**config.mk**
```make
export PLATFORM = sky130hd
export DESIGN_NAME = lsu_ctrl
export DESIGN_NICKNAME = d
export VERILOG_FILES = /design/src/rtl/lsu_ctrl.sv
export SDC_FILE = /design/constraint.sdc
export NUM_CORES = 1
export LEC_CHECK = 0
export ABC_AREA = 1
export CAP_MARGIN = 20
export CORE_ASPECT_RATIO = 1.5
export CORE_MARGIN = 3
export CORE_UTILIZATION = 35
export CTS_CLUSTER_SIZE = 28
export DETAILED_ROUTE_END_ITERATION = 12
export GPL_TIMING_DRIVEN = 0
export SYNTH_ARGS = -nofsm -noshare
export SYNTH_HDL_FRONTEND = slang
export SYNTH_SLANG_ARGS = --single-unit
```
**constraint.sdc**
```tcl
create_clock -name clk -period 2 [get_ports clk]
set_input_delay 0.4 -clock clk [delete_from_list [all_inputs] [get_ports clk]]
set_output_delay 0.4 -clock clk [all_outputs]
set_load 0.005 [all_outputs]
```
**src/rtl/lsu_ctrl.sv**
```systemverilog
// ============================================================================
//  Module   : lsu_ctrl
//  Purpose  : RV32I load/store initiator issuing byte-enabled word accesses,
//             splitting word-crossing accesses and extending load results.
//  Revision : 1.0  initial release
// ============================================================================
`default_nettype none

module lsu_ctrl #(
    parameter int ADDR_W = 10
) (
    input  logic              clk,
    input  logic              rst_n,
    input  logic              req_valid,
    output logic              req_ready,
    input  logic              req_we,
    input  logic [2:0]        req_funct3,
    input  logic [31:0]       req_addr,
    input  logic [31:0]       req_wdata,
    output logic              resp_valid,
    output logic [31:0]       resp_rdata,
    output logic              resp_err,
    output logic              mem_en,
    output logic              mem_we,
    output logic [3:0]        mem_be,
    output logic [ADDR_W-1:0] mem_addr,
    output logic [31:0]       mem_wdata,
    input  logic [31:0]       mem_rdata
);

    typedef enum logic [2:0] {
        S_IDLE = 3'd0,
        S_ACC0 = 3'd1,
        S_ACC1 = 3'd2,
        S_WAIT = 3'd3,
        S_RESP = 3'd4
    } state_t;

    state_t              state_q, state_d;
    logic                we_q, we_d;
    logic [2:0]          f3_q, f3_d;
    logic [1:0]          off_q, off_d;
    logic [ADDR_W-1:0]   waddr_q, waddr_d;
    logic [31:0]         wdata_q, wdata_d;
    logic [3:0]          be1_q, be1_d;
    logic [31:0]         lo_q, lo_d;

    logic                mem_en_q, mem_en_d;
    logic                mem_we_q, mem_we_d;
    logic [3:0]          mem_be_q, mem_be_d;
    logic [ADDR_W-1:0]   mem_addr_q, mem_addr_d;
    logic [31:0]         mem_wdata_q, mem_wdata_d;
    logic                resp_valid_q, resp_valid_d;
    logic [31:0]         resp_rdata_q, resp_rdata_d;
    logic                resp_err_q, resp_err_d;

    logic [3:0]          w_mask;
    logic [7:0]          w_be8;
    logic [31:0]         w_rot;
    logic                w_illegal;
    logic                w_split;
    logic [31:0]         w_hi, w_lo, w_x, w_ext;
    logic                unused_addr_hi;

    assign unused_addr_hi = ^req_addr[31:ADDR_W+2];

    // Request-side decode: lane mask spans two words when w_be8[7:4] is non-zero.
    always_comb begin
        case (req_funct3[1:0])
            2'b00:   w_mask = 4'b0001;
            2'b01:   w_mask = 4'b0011;
            default: w_mask = 4'b1111;
        endcase
    end

    assign w_be8     = {4'b0000, w_mask} << req_addr[1:0];
    assign w_rot     = 32'({req_wdata, req_wdata} >> (6'd32 - {1'b0, req_addr[1:0], 3'b000}));
    assign w_illegal = req_we ? (req_funct3 > 3'b010)
                              : ((req_funct3 == 3'b011) || (req_funct3[2:1] == 2'b11));

    // Unsplit loads see their only word in WAIT; split loads see the high word there.
    assign w_split = (be1_q != 4'b0000);
    assign w_hi    = w_split ? mem_rdata : 32'd0;
    assign w_lo    = w_split ? lo_q : mem_rdata;
    assign w_x     = 32'({w_hi, w_lo} >> {off_q, 3'b000});

    always_comb begin
        case (f3_q)
            3'b000:  w_ext = {{24{w_x[7]}}, w_x[7:0]};
            3'b001:  w_ext = {{16{w_x[15]}}, w_x[15:0]};
            3'b100:  w_ext = {24'd0, w_x[7:0]};
            3'b101:  w_ext = {16'd0, w_x[15:0]};
            default: w_ext = w_x;
        endcase
    end

    always_comb begin
        state_d      = state_q;
        we_d         = we_q;
        f3_d         = f3_q;
        off_d        = off_q;
        waddr_d      = waddr_q;
        wdata_d      = wdata_q;
        be1_d        = be1_q;
        lo_d         = lo_q;
        mem_en_d     = 1'b0;
        mem_we_d     = 1'b0;
        mem_be_d     = 4'b0000;
        mem_addr_d   = '0;
        mem_wdata_d  = 32'd0;
        resp_valid_d = 1'b0;
        resp_rdata_d = resp_rdata_q;
        resp_err_d   = resp_err_q;

        case (state_q)
            S_IDLE: begin
                if (req_valid) begin
                    we_d    = req_we;
                    f3_d    = req_funct3;
                    off_d   = req_addr[1:0];
                    waddr_d = req_addr[ADDR_W+1:2];
                    wdata_d = w_rot;
                    be1_d   = w_be8[7:4];
                    if (w_illegal) begin
                        state_d      = S_RESP;
                        resp_valid_d = 1'b1;
                        resp_err_d   = 1'b1;
                        resp_rdata_d = 32'd0;
                    end else begin
                        state_d     = S_ACC0;
                        mem_en_d    = 1'b1;
                        mem_we_d    = req_we;
                        mem_be_d    = w_be8[3:0];
                        mem_addr_d  = req_addr[ADDR_W+1:2];
                        mem_wdata_d = w_rot;
                    end
                end
            end
            S_ACC0: begin
                if (w_split) begin
                    state_d     = S_ACC1;
                    mem_en_d    = 1'b1;
                    mem_we_d    = we_q;
                    mem_be_d    = be1_q;
                    mem_addr_d  = waddr_q + ADDR_W'(1);
                    mem_wdata_d = wdata_q;
                end else begin
                    state_d = S_WAIT;
                end
            end
            S_ACC1: begin
                lo_d    = mem_rdata;
                state_d = S_WAIT;
            end
            S_WAIT: begin
                state_d      = S_RESP;
                resp_valid_d = 1'b1;
                resp_err_d   = 1'b0;
                resp_rdata_d = we_q ? 32'd0 : w_ext;
            end
            S_RESP: begin
                state_d = S_IDLE;
            end
            default: begin
                state_d = S_IDLE;
            end
        endcase
    end

    always_ff @(posedge clk or negedge rst_n) begin
        if (!rst_n) begin
            state_q      <= S_IDLE;
            we_q         <= 1'b0;
            f3_q         <= 3'b000;
            off_q        <= 2'b00;
            waddr_q      <= '0;
            wdata_q      <= 32'd0;
            be1_q        <= 4'b0000;
            lo_q         <= 32'd0;
            mem_en_q     <= 1'b0;
            mem_we_q     <= 1'b0;
            mem_be_q     <= 4'b0000;
            mem_addr_q   <= '0;
            mem_wdata_q  <= 32'd0;
            resp_valid_q <= 1'b0;
            resp_rdata_q <= 32'd0;
            resp_err_q   <= 1'b0;
        end else begin
            state_q      <= state_d;
            we_q         <= we_d;
            f3_q         <= f3_d;
            off_q        <= off_d;
            waddr_q      <= waddr_d;
            wdata_q      <= wdata_d;
            be1_q        <= be1_d;
            lo_q         <= lo_d;
            mem_en_q     <= mem_en_d;
            mem_we_q     <= mem_we_d;
            mem_be_q     <= mem_be_d;
            mem_addr_q   <= mem_addr_d;
            mem_wdata_q  <= mem_wdata_d;
            resp_valid_q <= resp_valid_d;
            resp_rdata_q <= resp_rdata_d;
            resp_err_q   <= resp_err_d;
        end
    end

    assign req_ready  = (state_q == S_IDLE);
    assign mem_en     = mem_en_q;
    assign mem_we     = mem_we_q;
    assign mem_be     = mem_be_q;
    assign mem_addr   = mem_addr_q;
    assign mem_wdata  = mem_wdata_q;
    assign resp_valid = resp_valid_q;
    assign resp_rdata = resp_rdata_q;
    assign resp_err   = resp_err_q;

endmodule

`default_nettype wire
```
==> impl_results.md, run 1 <==
* Outcome: complete, no violations
* Number of synthesized flops with an enable pin at 0
* Tcrit/Tclk final at 95.65%
* Area Growth Syn to Fin at 34.67%
* Avg Inst Size Synth at 7.861 um^2
* CTS tree: built
* Cell Area, Placed at approximately 11000 um^2
* Hold Fails Final Rpt at 0
* Bufs on Longest Clock Path at 2
* Leak at 5.563 nW
* Hold path start: req_addr[1]
* # DRC at 0
* Worst VDD drop at 705.1 uV
* Cell Pwr Density at 1517 nW/um^2
* Die ar. at 26830 um^2
* Post-synth top area cell: dfrtp_1
* Gate Count Post-Synth at about 1.1k
* Hold Path Class: in -> reg
* Initial antenna violation count at 1
* CP peak stage delay at approximately 410 ps
* Clock skew after layout at 10.22 ps
* Register area share after synthesis at 48.31%
* Core Rows at 70
* Critical Path AT at 2250 ps
* Core ar. at about 24000 um^2
* CP Launch Type: flop
* Global placement routability congestion at approximately 0.97
* FF+latch count, synth at about 170
* Overall Global Routing Usage at 24.26%
* Crit path cell chain: nor2_2 > nand2_2 > buf_4 > nor2_4 > inv_2 > buf_2 > a21oi_1 > o21ai_0 > o22ai_1
* # H-tree levels at 4
* Vias at 8446
* Routed len/inst at 19.61 um
* Max cap viols at 0
* Cts bufs inserted at 17
* Top cell type's share of synthesized area at 48.31%
* Pre-antenna DRT Iters at 5
* Mapped Area at 8702 um^2
* Reg clk slew, reported paths at 80 ps
* Synth area leaders: dfrtp_1 (48%), nand2_1 (14%), o21ai_0 (9.1%)
* Total gr overflow at 0
* Worst-Skew Late Latency at approximately 430 ps
* Largest net degree at the start of global routing at around 110
* Endpoints failing setup at 0
* Die height at around 200 um
* Port bufs at 164
* Layout cells sized above 1 at a little over a tenth
* CP max stage cell: dfrtp_1
* Critical path class: reg -> reg
* DP Wirelength at 24130 um
* Worst Path Required at about 2300 ps
* CP startpoint: state_q[1]$_DFFE_PN0P_
* Fin area at 11720 um^2
* Vias per cell at 5.144
* Initial core utilization at between 30% and 40%
* DRT Wirelength at 32200 um
* Vias in the first global route at 8821
* Slew headroom at 57.13%
* Syn Nets at 1212
* Final slew viol count at 0
* Nets@finish at about 1.4k
* IO Count at 186
* DP Worst Slack at -947.4 ps
* Synth warnings at 0
* Crit-path max FO at 10
* Final WS setup at 87.09 ps
* Root Driver: clkbuf_16
* Worst Hold Depth at 3
* Crit path capture type: flop
* First-pass GRT wire length at 49090 um
* Top_reg_cell synth: dfrtp_1
* Antenna viol nets, final at 0
* Number of DRC markers in iteration 0 at 557
* Post-synthesis async set-or-reset flop share at 100.0%
* Reg-to-reg startpoint: state_q[1]$_DFFE_PN0P_
* Clock Sinks at 168
* Fmax at 522.8 MHz
* R2R depth at 9
* Chip Width at 134.7 um
* Synth unique cells at 35
* Worst-margin pin slew at 643.0 ps
* Final worst path period need at 1913 ps
-- report_power, final --
| part | internal [mW] | leakage, nW | switching (mW) |
|---|---|---|---|
| combinational | 3.35 | 3.09 | 5.52 |
| sequential | 4.74 | 2.17 | 0.620 |
| clock | 2.01 | 0.307 | 1.55 |
-- per-stage QoR --
step / hold WS, ps / total power [mW] / std cells / setup TNS (ps) / utilization [%]
after floorplan: 104.4 / 10.30 / 1107 / 0 / -
after global placement: 462.0 / 13.82 / 1595 / -1161440 / 44.01
after detailed placement: 351.5 / 13.88 / 1596 / -59180 / 44.15
after CTS: 431.0 / 17.70 / 1636 / 0 / 47.56
after global routing: 490.8 / 19.08 / 1641 / -9.600 / 47.95
final: 451.6 / 17.78 / 1642 / 0 / 47.96
-- repair_timing --
item	in CTS	in global routing
hold buffers	1	0
pin swaps	10	5
endpoints found under the hold margin	58	0
setup buffers	7	5
gates cloned	0	1
resized for setup	36	39
endpoints found under the setup margin	69	87
-- final cells by class --
cell class	count	area [um^2]
clock buffers	18	429.2
repair buffers	178	1772
clock inverters	14	190.2
inverters	137	516.7
plain buffers	69	391.6
diodes	1	2.502
flip-flops and latches	168	4204
fillers	2437	12720
multi-input cells	733	3807
well taps	324	405.4
-- state kept, by name, indices dropped and copies added, names as in the netlist --
register	count
mem_we	1
resp_rdata	32
resp_err	1
mem_en	1
wdata_q	32
mem_addr	10
be1_q	3
f3_q	3
off_q	2
lo_q	32
mem_be	4
waddr_q	10
state_q	3
resp_valid	1
we_q	1
mem_wdata	32
-- cells in the final DEF (no fill, tap or decap), types with 5 or more instances in the layout --
| master | Yosys | final |
|---|---|---|
| nand2_1 | 324 | 320 |
| nand3_1 | 59 | 59 |
| o21bai_1 | 5 | 5 |
| inv_1 | 134 | 129 |
| dfrtp_1 | 168 | 168 |
| nor2_4 | 4 | 5 |
| inv_2 | 3 | 7 |
| clkbuf_16 | 0 | 17 |
| o21ai_2 | 10 | 13 |
| buf_6 | 6 | 8 |
| buf_2 | 26 | 22 |
| o22ai_1 | 43 | 40 |
| clkbuf_1 | 29 | 19 |
| mux2i_1 | 16 | 16 |
| a21oi_1 | 27 | 25 |
| o2111ai_4 | 0 | 5 |
| clkbuf_2 | 0 | 9 |
| buf_4 | 5 | 19 |
| o21ai_1 | 10 | 20 |
| o21ai_0 | 159 | 146 |
| clkdlybuf4s50_1 | 0 | 161 |
| o211ai_1 | 28 | 28 |
| nor2_1 | 17 | 15 |
-- per-layer routing --
metal / vias to the layer above / track usage, % / part of all wire (%)
met5: - / 0 / 0
met4: 0 / 15.13 / 6.6
met3: 83 / 4.332 / 4.5
met2: 295 / 43.89 / 52
met1: 4023 / 25.99 / 37
li1: 4045 / - / -
-- synth_stat cells (4+ instances only) --
cell,number
o22ai_1,43
o21ai_1,10
buf_4,5
buf_1,4
buf_2,26
o211ai_1,28
a21oi_1,27
o21ai_2,10
mux2i_1,16
nor2_4,4
o21ai_0,159
o2111ai_1,8
dfrtp_1,168
nand3_1,59
inv_1,134
nand2_1,324
clkbuf_1,29
buf_6,6
o21bai_1,5
nor2_1,17
-- worst max-delay path: cells and delay by family, from the launching register on --
family / cells / cell delay [ps]
simple gates: 3 / 460
flops: 1 / 410
compound gates: 3 / 500
buf+inv: 3 / 450
-- worst paths after layout --
kind	to	slack [ps]
max in group asynchronous	wdata_q[0]$_DFFE_PN0P_	630
setup reg to reg	mem_wdata[6]$_DFF_PN0_	90
hold / removal	off_q[1]$_DFFE_PN0P_	450
min in group asynchronous	lo_q[10]$_DFFE_PN0P_	470
setup / recovery	mem_wdata[6]$_DFF_PN0_	90
hold reg to reg	resp_rdata[7]$_DFFE_PN0P_	470
-- cell families after synthesis --
| group | Yosys count | share of synthesized area (%) |
|---|---|---|
| simple gates | 415 | 19.70 |
| compound gates | 298 | 19.73 |
| buf+inv | 207 | 10.04 |
| flops | 168 | 48.31 |
| mux | 16 | 1.840 |
| fa+ha+maj | 2 | 0.2875 |
| xor+xnor | 1 | 0.1007 |
(Power assumes the default switching activity.)
==> run 2: changes to the inputs <==
--- a/config.mk
+++ b/config.mk
@@ -5,7 +5,6 @@
 export SDC_FILE = /design/constraint.sdc
 export NUM_CORES = 1
 export LEC_CHECK = 0
-export ABC_AREA = 1
 export CAP_MARGIN = 20
 export CORE_ASPECT_RATIO = 1.5
 export CORE_MARGIN = 3
==> constraint.sdc (replaced) <==
create_clock -name clk -period 2.3 [get_ports clk]
set_input_delay 0.46 -clock clk [delete_from_list [all_inputs] [get_ports clk]]
set_output_delay 0.46 -clock clk [all_outputs]
set_load 0.005 [all_outputs]
==> impl_results.md, run 2 <==
* Outcome: finished, violations left (was complete, no violations)
* Violated checks: negative setup slack
* Most frequent cells in the layout: dfrtp_1 (165), clkdlybuf4s50_1 (160), nand2_1 (141) (was nand2_1 (320), dfrtp_1 (168), clkdlybuf4s50_1 (161))
* First-pass GRT wire length at 44300 um (was 49090 um)
* Cell Area, Placed at 10800 um^2 (was 10790 um^2)
* Avg Inst Size Synth at 10.20 um^2 (was 7.861 um^2)
* Chip Width at 134.7 um (about the same)
* Crit path capture type: flop (unchanged)
* Area Growth Syn to Fin at 34.81% (was 34.67%)
* Pre-antenna DRT Iters at 5 (unchanged)
* Worst Path Required at 2620 ps (was 2330 ps)
* Critical path class: reg -> reg (unchanged)
* Number of DRC markers in iteration 0 at 516 (was 557)
* Tcrit/Tclk final at 100.3% (was 95.65%)
* Fin area at 11730 um^2 (was 11720 um^2)
* Root Driver: clkbuf_16 (unchanged)
* Reg clk slew, reported paths at 70 ps (was 80 ps)
* Hold Path Class: in -> reg (unchanged)
* Endpoints failing setup at 2 (was 0)
* R2R depth at 6 (was 9)
* Core Rows at 70 (unchanged)
* Critical Path AT at 2630 ps (was 2250 ps)
* Cts bufs inserted at 17 (unchanged)
* Synth warnings at 0 (unchanged)
* Nets@finish at 1144 (was 1409)
* Crit-path max FO at 4 (was 10)
* Global placement routability congestion at 0.9423 (was 0.9698)
* Vias in the first global route at 7732 (was 8821)
* Mapped Area at 8701 um^2 (was 8702 um^2)
* Worst VDD drop at 652.8 uV (was 705.1 uV)
* Final core utilization at 48.00% (was 47.96%)
* Gate Count Post-Synth at 853 (was 1107)
* Total power at 15.35 mW (was 17.78 mW)
* Initial antenna violation count at 1 (unchanged)
* DP Wirelength at 21510 um (was 24130 um)
* Post-synth top area cell: dfrtp_1 (unchanged)
* Final slew viol count at 0 (unchanged)
* Vias per cell at 5.418 (was 5.144)
* Post-synthesis async set-or-reset flop share at 100.0% (unchanged)
* Logic pwr share at 48.8% (was 49.9%)
* Most common cell after layout, fill and taps aside: dfrtp_1 (was nand2_1)
* Worst hold endpoint: f3_q[0]$_DFFE_PN0P_ (was off_q[1]$_DFFE_PN0P_)
* Total gr overflow at 0 (unchanged)
* DRT Wirelength at 28980 um (was 32200 um)
* CTS tree: built (unchanged)
* Count leader, synth: dfrtp_1 (was nand2_1)
* Reg2reg end: resp_rdata[25]$_DFFE_PN0P_ (was mem_wdata[6]$_DFF_PN0_)
* Antenna viol nets, final at 0 (unchanged)
* FF+latch count, synth at 168 (unchanged)
* Initial core utilization at 35.61% (about the same)
* Vias at 7455 (was 8446)
* Largest net degree at the start of global routing at 118 (was 111)
* IO Count at 186 (unchanged)
* Port bufs at 163 (was 164)
* Final WS setup at -7.407 ps (was 87.09 ps)
* Sw Ratio at 38.83% (was 43.24%)
* Clock power share at 19.2% (was 20.0%)
* Number of synthesized flops with an enable pin at 0 (unchanged)
* Slew headroom at 45.90% (was 57.13%)
* Register area share after synthesis at 48.32% (was 48.31%)
* Overall Global Routing Usage at 21.70% (was 24.26%)
* Clock Sinks at 168 (unchanged)
* Final worst path period need at 2307 ps (was 1913 ps)
* # H-tree levels at 4 (unchanged)
* Reg-to-reg startpoint: be1_q[0]$_DFFE_PN0P_ (was state_q[1]$_DFFE_PN0P_)
* # DRC at 0 (unchanged)
* Hold path start: req_funct3[0] (was req_addr[1])
* Sw power at 5.959 mW (was 7.688 mW)
* Int Pwr at 9.389 mW (was 10.09 mW)
* CP startpoint: be1_q[0]$_DFFE_PN0P_ (was state_q[1]$_DFFE_PN0P_)
* Core ar. at 24440 um^2 (unchanged)
* Worst Hold Depth at 3 (unchanged)
* Syn Nets at 958 (was 1212)
* Cell Pwr Density at 1308 nW/um^2 (was 1517 nW/um^2)
* Routed len/inst at 21.06 um (was 19.61 um)
* Worst-margin pin slew at 811.5 ps (was 643.0 ps)
* CP Launch Type: flop (unchanged)
* CP max stage cell: mux4_2 (was dfrtp_1)
* FILL cells at 2286 (was 2437)
* Crit path cell chain: or3_4 > mux4_2 > a221oi_4 > buf_4 > nor4_2 > a221o_1 (was nor2_2 > nand2_2 > buf_4 > nor2_4 > inv_2 > buf_2 > a21oi_1 > o21ai_0 > o22ai_1)
* Die ar. at 26830 um^2 (about the same)
* Leak at 5.112 nW (was 5.563 nW)
* Worst-Skew Late Latency at 440 ps (was 430 ps)
* CP peak stage delay at 500 ps (was 410 ps)
* Most frequent cells after synthesis: dfrtp_1 (168), nand2_1 (141), mux2i_1 (83) (was nand2_1 (324), dfrtp_1 (168), o21ai_0 (159))
* Hold Fails Final Rpt at 0 (unchanged)
* Ant. Diodes at 0 (was 1)
* RSZ-0062 raised after global routing: true
* Fmax at 433.4 MHz (was 522.8 MHz)
* Synth unique cells at 53 (was 35)
* Clock skew after layout at 15.54 ps (was 10.22 ps)
* Die height at 199.1 um (about the same)
* Synth area leaders: dfrtp_1 (48%), mux2i_1 (9.5%), mux2_2 (8.3%) (was dfrtp_1 (48%), nand2_1 (14%), o21ai_0 (9.1%))
* Max cap viols at 0 (unchanged)
* Top cell type's share of synthesized area at 48.32% (was 48.31%)
* Top_reg_cell synth: dfrtp_1 (unchanged)
* Layout cells sized above 1 at 18.82% (was 10.86%)
* Bufs on Longest Clock Path at 2 (unchanged)
* Sequential power share at 32.0% (was 30.1%)
* Worst R2R Setup Slack at -7 ps (was 90 ps)
==> run 2: cell count changes after synthesis, sizes merged, moves of 22 or more <==
cell    change
inv       -127
o21ai     -106
nand3      -38
o211ai     -27
mux2i      +67
nand2b     +22
nand2     -185
buf        -26
o22ai      -34
a22o       +24
mux2       +64
==> run 2: worst max path at each step <==
stage | endpoint
floorplan | wdata_q[3]$_DFFE_PN0P_
global placement | mem_wdata[23]$_DFF_PN0_
detailed placement | resp_rdata[11]$_DFFE_PN0P_
CTS | resp_rdata[17]$_DFFE_PN0P_
global route | resp_rdata[25]$_DFFE_PN0P_
finish | resp_rdata[25]$_DFFE_PN0P_
==> run 2: stage by stage <==
| step | hold slack (ps) | TNS (ps) | instances | setup slack, ps |
|---|---|---|---|---|
| floorplan | 164.4 | 0 | 853 | 48.19 |
| global placement | 458.7 | -1150040 | 1340 | -6474 |
| detailed placement | 405.1 | -64670 | 1341 | -623.6 |
| CTS | 461.4 | 0 | 1372 | 4.542 |
| global route | 412.2 | -475.0 | 1376 | -67.70 |
| finish | 383.0 | -14.28 | 1376 | -7.407 |
==> run 2: worst max-delay path: cells and delay by family, from the launching register on <==
| family | cells | cell delay (ps) |
|---|---|---|
| simple gates | 2 | 470 |
| buf+inv | 1 | 160 |
| flops | 1 | 440 |
| compound gates | 2 | 620 |
| mux | 1 | 500 |
==> run 2: layout make-up <==
class	count	area [um^2]	area share [%]
plain buffers	62	355.3	3.029
clock buffers	19	432.9	3.691
clock inverters	13	161.4	1.376
inverters	11	45.04	0.3840
multi-input cells	609	4402	37.53
flip-flops and latches	168	4208	35.87
well taps	324	405.4	3.456
repair buffers	170	1720	14.67
==> run 2: repair_timing <==
item,in CTS,in global routing
cloned,0,1
pin swaps,1,12
resized for setup,50,59
setup buffers,0,4
hold buffers,1,0
endpoints found under the hold margin,51,0
endpoints found under the setup margin,151,76
==> run 2: power by group through the flow <==
stage	clock network, mW	logic, mW	registers (mW)
3_3_place_gp	0	6.92	4.87
5_1_grt	3.12	8.07	5.06
2_1_floorplan	0	4.21	4.77
6_report	2.94	7.49	4.91
4_1_cts	3.01	7.25	4.91
3_5_place_dp	0	6.98	4.90
==> run 2: layer usage <==
metal  vias to the layer above  global-route usage [%]  part of all wire [%]
met5                         -                       0                 0.038
met4                         2                   12.08                   5.2
met3                        74                   4.761                   5.6
met2                       273                   37.95                    51
met1                      3682                   24.43                    38
li1                       3424                       -                     -
==> run 2: kinds of logic after synthesis <==
group	share of synthesized area [%]
muxes	20.16
AOI/OAI and AO/OA	14.41
adders and majority gates	0.2876
DFF	48.32
buffers and inverters	3.451
xor gates and xnor gates	1.007
and+or+nand+nor	12.37
